==> src/rtl/mem_lsu_pkg.sv <==
// Shared opcode encodings and access-size helpers for the load/store unit.
// The opcode values mirror the EXE_* entries of the core's defines.vh.
package mem_lsu_pkg;

    localparam logic [5:0] EXE_LB  = 6'b100000;
    localparam logic [5:0] EXE_LH  = 6'b100001;
    localparam logic [5:0] EXE_LW  = 6'b100011;
    localparam logic [5:0] EXE_LBU = 6'b100100;
    localparam logic [5:0] EXE_LHU = 6'b100101;
    localparam logic [5:0] EXE_SB  = 6'b101000;
    localparam logic [5:0] EXE_SH  = 6'b101001;
    localparam logic [5:0] EXE_SW  = 6'b101011;

    typedef enum logic [1:0] {
        SZ_BYTE = 2'd0,
        SZ_HALF = 2'd1,
        SZ_WORD = 2'd2
    } acc_size_t;

    function automatic acc_size_t op_size(input logic [5:0] op);
        case (op)
            EXE_LB, EXE_LBU, EXE_SB: op_size = SZ_BYTE;
            EXE_LH, EXE_LHU, EXE_SH: op_size = SZ_HALF;
            default:                 op_size = SZ_WORD;
        endcase
    endfunction

    // Byte accesses can never be misaligned.
    function automatic logic is_misaligned(input acc_size_t size, input logic [1:0] off);
        case (size)
            SZ_HALF: is_misaligned = off[0];
            SZ_WORD: is_misaligned = |off;
            default: is_misaligned = 1'b0;
        endcase
    endfunction

endpackage

==> src/rtl/lsu_load_align.sv <==
// Selects the addressed byte/halfword from an SRAM word and sign- or
// zero-extends it according to the load opcode.
module lsu_load_align
    import mem_lsu_pkg::*;
(
    input  logic [5:0]  i_op,
    input  logic [1:0]  i_off,
    input  logic [31:0] i_word,
    output logic [31:0] o_data
);

    logic [7:0]  w_byte;
    logic [15:0] w_half;

    always_comb begin
        case (i_off)
            2'd0:    w_byte = i_word[7:0];
            2'd1:    w_byte = i_word[15:8];
            2'd2:    w_byte = i_word[23:16];
            default: w_byte = i_word[31:24];
        endcase
    end

    assign w_half = i_off[1] ? i_word[31:16] : i_word[15:0];

    always_comb begin
        case (i_op)
            EXE_LB:  o_data = {{24{w_byte[7]}}, w_byte};
            EXE_LBU: o_data = {24'b0, w_byte};
            EXE_LH:  o_data = {{16{w_half[15]}}, w_half};
            EXE_LHU: o_data = {16'b0, w_half};
            default: o_data = i_word;
        endcase
    end

endmodule

==> src/rtl/mem_lsu.sv <==
// Load/store unit: same-cycle byte-enabled stores, stalled loads with a
// fixed SRAM read latency, and address-error detection for misaligned accesses.
module mem_lsu
    import mem_lsu_pkg::*;
#(
    parameter int RD_LATENCY = 1
) (
    input  logic        clk,
    input  logic        resetn,
    input  logic        req_valid,
    input  logic        memwrite,
    input  logic        memtoreg,
    input  logic [5:0]  op,
    input  logic [31:0] addr,
    input  logic [31:0] wdata_in,
    output logic        data_sram_en,
    output logic [3:0]  data_sram_wen,
    output logic [31:0] data_sram_addr,
    output logic [31:0] data_sram_wdata,
    input  logic [31:0] data_sram_rdata,
    output logic        lsu_stall,
    output logic        ld_valid,
    output logic [31:0] ld_data,
    output logic        adel,
    output logic        ades,
    output logic [31:0] badvaddr
);

    localparam logic [0:0] ST_IDLE      = 1'b0;
    localparam logic [0:0] ST_LOAD_WAIT = 1'b1;
    localparam logic [2:0] LAT_INIT     = 3'(RD_LATENCY);

    logic [0:0] r_state;
    logic [2:0] r_cnt;
    logic [5:0] r_op;
    logic [1:0] r_off;

    logic       w_accept;
    logic       w_misal;
    logic       w_do_store;
    logic       w_do_load;
    logic       w_wait;
    logic [2:0] w_cnt_dec;
    acc_size_t  w_size;

    // A decoder asserting both controls is treated as a store.
    assign w_size     = op_size(op);
    assign w_misal    = is_misaligned(w_size, addr[1:0]);
    assign w_accept   = (r_state == ST_IDLE) & req_valid & (memwrite | memtoreg);
    assign w_do_store = w_accept & memwrite & ~w_misal;
    assign w_do_load  = w_accept & ~memwrite & ~w_misal;
    assign w_wait     = (r_state == ST_LOAD_WAIT);
    assign w_cnt_dec  = r_cnt - 3'd1;

    assign adel     = w_accept & w_misal & ~memwrite;
    assign ades     = w_accept & w_misal & memwrite;
    assign badvaddr = (adel | ades) ? addr : 32'b0;
    assign ld_valid = w_wait & (w_cnt_dec == 3'd0);

    always_comb begin
        // NOTE: every output gets a default first so no path can infer a latch.
        data_sram_en    = 1'b0;
        data_sram_wen   = 4'b0000;
        data_sram_addr  = 32'b0;
        data_sram_wdata = 32'b0;
        lsu_stall       = 1'b0;
        if (w_do_store) begin
            data_sram_en   = 1'b1;
            data_sram_addr = addr;
            case (w_size)
                SZ_BYTE: begin
                    data_sram_wen   = 4'b0001 << addr[1:0];
                    data_sram_wdata = {4{wdata_in[7:0]}};
                end
                SZ_HALF: begin
                    data_sram_wen   = addr[1] ? 4'b1100 : 4'b0011;
                    data_sram_wdata = {2{wdata_in[15:0]}};
                end
                default: begin
                    data_sram_wen   = 4'b1111;
                    data_sram_wdata = wdata_in;
                end
            endcase
        end else if (w_do_load) begin
            data_sram_en   = 1'b1;
            data_sram_addr = addr;
            lsu_stall      = 1'b1;
        end else if (w_wait) begin
            lsu_stall = (w_cnt_dec != 3'd0);
        end
    end

    // NOTE: state is updated with non-blocking assignments so every flop samples pre-edge values.
    always_ff @(posedge clk or negedge resetn) begin
        if (!resetn) begin
            r_state <= ST_IDLE;
            r_cnt   <= 3'd0;
            r_op    <= 6'd0;
            r_off   <= 2'd0;
        end else if (r_state == ST_IDLE) begin
            if (w_do_load) begin
                r_state <= ST_LOAD_WAIT;
                r_cnt   <= LAT_INIT;
                r_op    <= op;
                r_off   <= addr[1:0];
            end
        end else begin
            r_cnt <= w_cnt_dec;
            if (w_cnt_dec == 3'd0) begin
                r_state <= ST_IDLE;
            end
        end
    end

    lsu_load_align u_load_align (
        .i_op   (r_op),
        .i_off  (r_off),
        .i_word (data_sram_rdata),
        .o_data (ld_data)
    );

endmodule

==> config.mk <==
export PLATFORM = sky130hd
export DESIGN_NAME = mem_lsu
export DESIGN_NICKNAME = d
export VERILOG_FILES = /design/src/rtl/mem_lsu_pkg.sv /design/src/rtl/lsu_load_align.sv /design/src/rtl/mem_lsu.sv
export SDC_FILE = /design/constraint.sdc
export NUM_CORES = 1
export LEC_CHECK = 0
export BUFFER_PORTS_ARGS = -buffer_cell sky130_fd_sc_hd__buf_4
export CAP_MARGIN = 20
export CORE_AREA = 2 2 95 97
export CTS_BUF_LIST = sky130_fd_sc_hd__clkbuf_8
export CTS_CLUSTER_SIZE = 10
export DETAILED_ROUTE_END_ITERATION = 10
export DIE_AREA = 0 0 97 99
export PLACE_DENSITY = 0.76
export SYNTH_ARGS = -nofsm -noshare
export SYNTH_HDL_FRONTEND = slang
export SYNTH_HIERARCHICAL = 1
export SYNTH_SLANG_ARGS = --single-unit
==> constraint.sdc <==
create_clock -name clk -period 2 [get_ports clk]
set_input_delay 0.1 -clock clk [delete_from_list [all_inputs] [get_ports clk]]
set_output_delay 0.1 -clock clk [all_outputs]
set_load 0.02 [all_outputs]
==> After elaboration in Yosys (flattened, before gate mapping) <==
Cells that the tools add are included.
W data, S select, Z words.
{ "classes": {"add_sub_neg": 1, "n_eq_ne": 14, "n_shift": 1, "n_mux": 22, "bitwise_logic": 15, "reduce_logical": 9} }
{ "op_table": {"columns": ["operator", "n"], "rows": [
  ["$mux W32", 4],
  ["$pmux W32 S4", 1],
  ["$pmux W32 S2", 1],
  ["$eq A6 B6 Y1 const B", 10],
  ["$pmux W8 S3", 1],
  ["$mux W16", 1],
  ["$and A1 B1 Y1", 10],
  ["$mux W4", 2],
  ["$pmux W4 S2", 1],
  ["$mux W1", 7],
  ["$mux W3", 2],
  ["$reduce_or A3 Y1", 2],
  ["$eq A2 B1 Y1 const B", 2],
  ["$eq A2 B2 Y1 const B", 2],
  ["$logic_not A2 Y1", 2],
  ["$pmux W2 S2", 1],
  ["$shl A1 B2 Y4 const A", 1],
  ["$logic_not A3 Y1", 1],
  ["$not A1 Y1", 3],
  ["$reduce_bool A3 Y1", 1],
  ["$sub A3 B1 Y3 const B", 1],
  ["$or A1 B1 Y1", 2],
  ["$pmux W1 S2", 1],
  ["$reduce_and A2 Y1", 1],
  ["2 further kinds", 2]
]} }
{ "word_totals": {"register_bits": 12, "input_bits": 107, "out_inout_bits": 137, "elab_cells": 66} }

==> Depth between registers and ports, before layout <==
{ "logic_depth": {"depth_word": 9, "depth_mapped": 7, "mapped_depth_nobuf": 6} }

==> Hierarchy <==
Netlist, hierarchy kept.
{ "modules_own_cells": {"columns": ["module", "instances", "cells_each", "area_each_um2", "seq_area_each_um2"], "rows": [
  ["mem_lsu", 1, 223, 1622.8, 300.3],
  ["lsu_load_align", 1, 113, 882.1, 0.0]
]} }

==> Worst setup path after synthesis <==
No wires, ideal clock.
{ "synth_timing": {"path_type": "flip-flop to output port", "from": "reg r_op[3]", "to": "out ld_data[2]", "arrival_time_ns": 1.957, "required_ns": 1.900, "slack_ns": -0.057, "stages_incl_launch_ff": 6, "n_path_buf": 3, "path_cell_list": "dfrtp_1 > or4b_1 > buf_6 > buf_6 > buf_2 > a221oi_1"} }
{ "synth_via": {"elab_chain_len": 2, "elab_cells_between_ends": 5, "cone_classes": "eq/ne: 4; mux: 1"} }
{ "synth_rtl": {"columns": ["element", "line_no", "rtl"], "rows": [
  ["from (decl)", "mem_lsu.sv:35", "logic [5:0] r_op;"],
  ["from (signal assigned)", "mem_lsu.sv:104", "r_op <= op;"],
  ["$eq A6 B6 Y1", "lsu_load_align.sv:27", "case (i_op)"],
  ["$pmux W32 S4 (*)", "lsu_load_align.sv:27", null],
  ["to (decl)", "mem_lsu.sv:23", "output logic [31:0] ld_data,"]
]} }
Mark *: on every way between the ends. The rest lies on a longest branch, timed or not.

==> Worst setup path in the final report <==
{ "layout_timing": {"from": "reg r_op[1]", "to": "out ld_data[4]"} }
The elaborated chain is that of the path after synthesis.

==> flow_summary.ini <==
[placed_design]
place_worst_setup_slack_ns = 0.000915
gp_congestion = 0.937
dp_hpwl_mm = 9.09
dp.cells = 677
port_buffers = 243

[timing]
worst_slew_pin_slew_ns = 0.710
max_slew_margin = 0.527
clock_skew_ns = 0.00358
period_minus_slack_ns = 2.21
hold-worst-slack_ns = 0.108
slew_viol_final = 0
hold_viol = 0
setup_ws_ns = -0.208
setup_viol = 32
rsz0062_at_grt = yes
max_freq_mhz = 453
post-route-period-util = 1.10

[synth]
yosys_warnings = 6
ys.flop_type = dfrtp_1
synth_edf_count = 0
ys_types = 48
synth_area_per_cell_um2 = 7.46
netlist_instances = 336
synthArstFlopShare = 1.00
ys_seq_area_frac = 0.120
ys_seq_elements = 12
synth_nets = 445
syn_area_um2 = 2500

[clocking]
cts-root-buf = clkbuf_8
numClockSinks = 12
cts_buffers = 3
cts_htree_levels = 1
clk_latency_ns = 0.24
clock_path_buffers = 2
clk_pin_slew_ns = 0.05
tritoncts = built

[pwr]
switchingPower_mw = 1.74
cellLeakagePower_nw = 2.49
power_density_nw_per_um2 = 789
power_frac_seq = 0.126
cell_internal_pwr_mw = 2.03
p_total_mw = 3.77
swShare = 0.462
ir_drop_v = 0.000419
p_comb_frac = 0.804
p_clk_frac = 0.070

[finish]
instances_no_fill = 688
register_area_um2 = 300
layout-drive-gt1-share = 0.552
multiInputGateArea_um2 = 2090
final_cell_mix = buf_4 (245), and2_1 (66), nand2_1 (41)
syn_to_final_growth_pct = 90.7
diodes = 0
nets = 690
fillers = 780
final_common_cell = buf_4

[setup_path]
path_max_fanout = 6
worstPathArrival_ns = 2.11
cp.required_ns = 1.90
crit_type = reg -> out
crit_slowest_cell = or4b_4
critPathMaxStageDelay_ns = 0.61
crit_path_end_kind = output port
path_cells = or4b_4, buf_12, mux2_4, a221o_1, buf_6
start_kind = register

[drt]
drt_pass1_iterations = 4
via_count = 3536
route.detailed.drc = 0
ant_nets = 0
drt_wl_total_mm = 11.2
avgRoutedWirePerCell_um = 16.3
post_drt_via_cell_ratio = 5.14
drt-initial-drc-count = 126

[global_routing]
grt_max_degree = 38
grt_pass1_vias = 3462
antenna_found_initial = 0
grt-ovfl-total = 0
grtUsageTotal = 0.216
grt_pass1_wl_mm = 17.2

[outcome]
violations = setup timing
status = complete, but fails checks

[die]
die_x_um = 97
die_h_um = 99
io_pins = 244
start_util = 0.293
die_area_um2 = 9600
core_um2 = 8550
rows = 34

[hold_path]
hp-class = in -> reg

[job]
cap_viol_max_count = 0
[cell families (layout without fill, tap and decap cells)]
kind of cell             after synthesis  in the layout  synth area share
AO/OA/AOI/OAI                         73             73             0.223
XOR/XNOR                               2              2           0.00699
adder cells (fa/ha/maj)                2              2           0.00999
buffers and inverters                 36            280            0.0694
flip-flops                            12             12             0.120
multiplexers                          28             28             0.159
AND/OR/NAND/NOR                      183            183             0.412
[metrics by stage]
stage | utilization | cell area, um^2 | setup TNS, ns
global route | 0.559 | 4780 | -4.96
CTS | 0.548 | 4680 | -3.63
global placement | 0.530 | 4530 | 0
finish | 0.559 | 4780 | -2.89
detailed placement | 0.530 | 4530 | 0
floorplan | - | 2510 | 0
[final cells by class]
cell class	count	share of cell area
Timing Repair Buffer	270	0.456
Multi-Input combinational cell	288	0.437
Sequential cell	12	0.0629
Tap cell	108	0.0283
Clock buffer	4	0.0115
Inverter	6	0.00472
[state kept, by name (all words and copies together), names as in the netlist]
signal   flops
r_off        2
r_cnt        3
r_state      1
r_op         6
[what timing repair did]
action / in CTS / in global routing
buffers inserted: 3 / 2
resized for setup: 18 / 19
hold endpoints to repair: 12 / 0
setup endpoints to repair: 48 / 70
hold buffers: 1 / 0
pin swaps: 1 / 5
gates cloned: 0 / 1
[power groups by stage]
stage	clock network (mW)	registers (mW)	logic, mW
floorplan	0	0.405	1.73
finish	0.263	0.476	3.03
CTS	0.269	0.469	2.87
global placement	0	0.461	2.69
detailed placement	0	0.471	2.73
global route	0.285	0.493	3.22
[cells in the mapped netlist (3+ instances only)]
cell type | instances | area, um^2
and2_1 | 66 | 413
nand2_1 | 41 | 154
nor2_1 | 30 | 113
and3_1 | 16 | 100
a21oi_1 | 14 | 70.1
a221o_1 | 14 | 140
clkbuf_1 | 13 | 48.8
buf_2 | 12 | 60.1
dfrtp_1 | 12 | 300
o21ai_1 | 11 | 55.1
mux2_2 | 10 | 113
mux2i_1 | 9 | 90.1
a221oi_1 | 8 | 70.1
mux4_2 | 8 | 180
nor3_1 | 8 | 40.0
nor3_2 | 8 | 80.1
o21ai_0 | 8 | 40.0
inv_1 | 6 | 22.5
a22o_1 | 3 | 26.3
buf_6 | 3 | 33.8
[final timing paths]
kind,startpoint,endpoint,slack [ns],cells past startpoint
max in group asynchronous,resetn,r_op[2],1.60,2
worst max register to register,r_state,r_op[3],0.47,4
worst min register to register,r_op[4],r_op[4],0.51,1
worst min-delay path,op[1],r_op[1],0.11,2
min in group asynchronous,resetn,r_state,0.24,2
worst max-delay path,r_op[1],ld_data[4],-0.21,5
[worst max-delay path: cells and delay by family, from the launching register on]
| family | cells | cell delay [ns] |
|---|---|---|
| and+or+nand+nor | 1 | 0.61 |
| DFF | 1 | 0.37 |
| muxes | 1 | 0.29 |
| buffers and inverters | 2 | 0.31 |
| AOI/OAI and AO/OA | 1 | 0.29 |
[routing by layer]
| metal | GRT usage | wire (um) | vias to the layer above |
|---|---|---|---|
| li1 | - | - | 1694 |
| met1 | 0.254 | 4290 | 1633 |
| met2 | 0.397 | 5720 | 187 |
| met3 | 0.0333 | 903 | 22 |
| met4 | 0.0813 | 319 | 0 |
| met5 | 0 | 0 | - |
(Power assumes the default switching activity.)
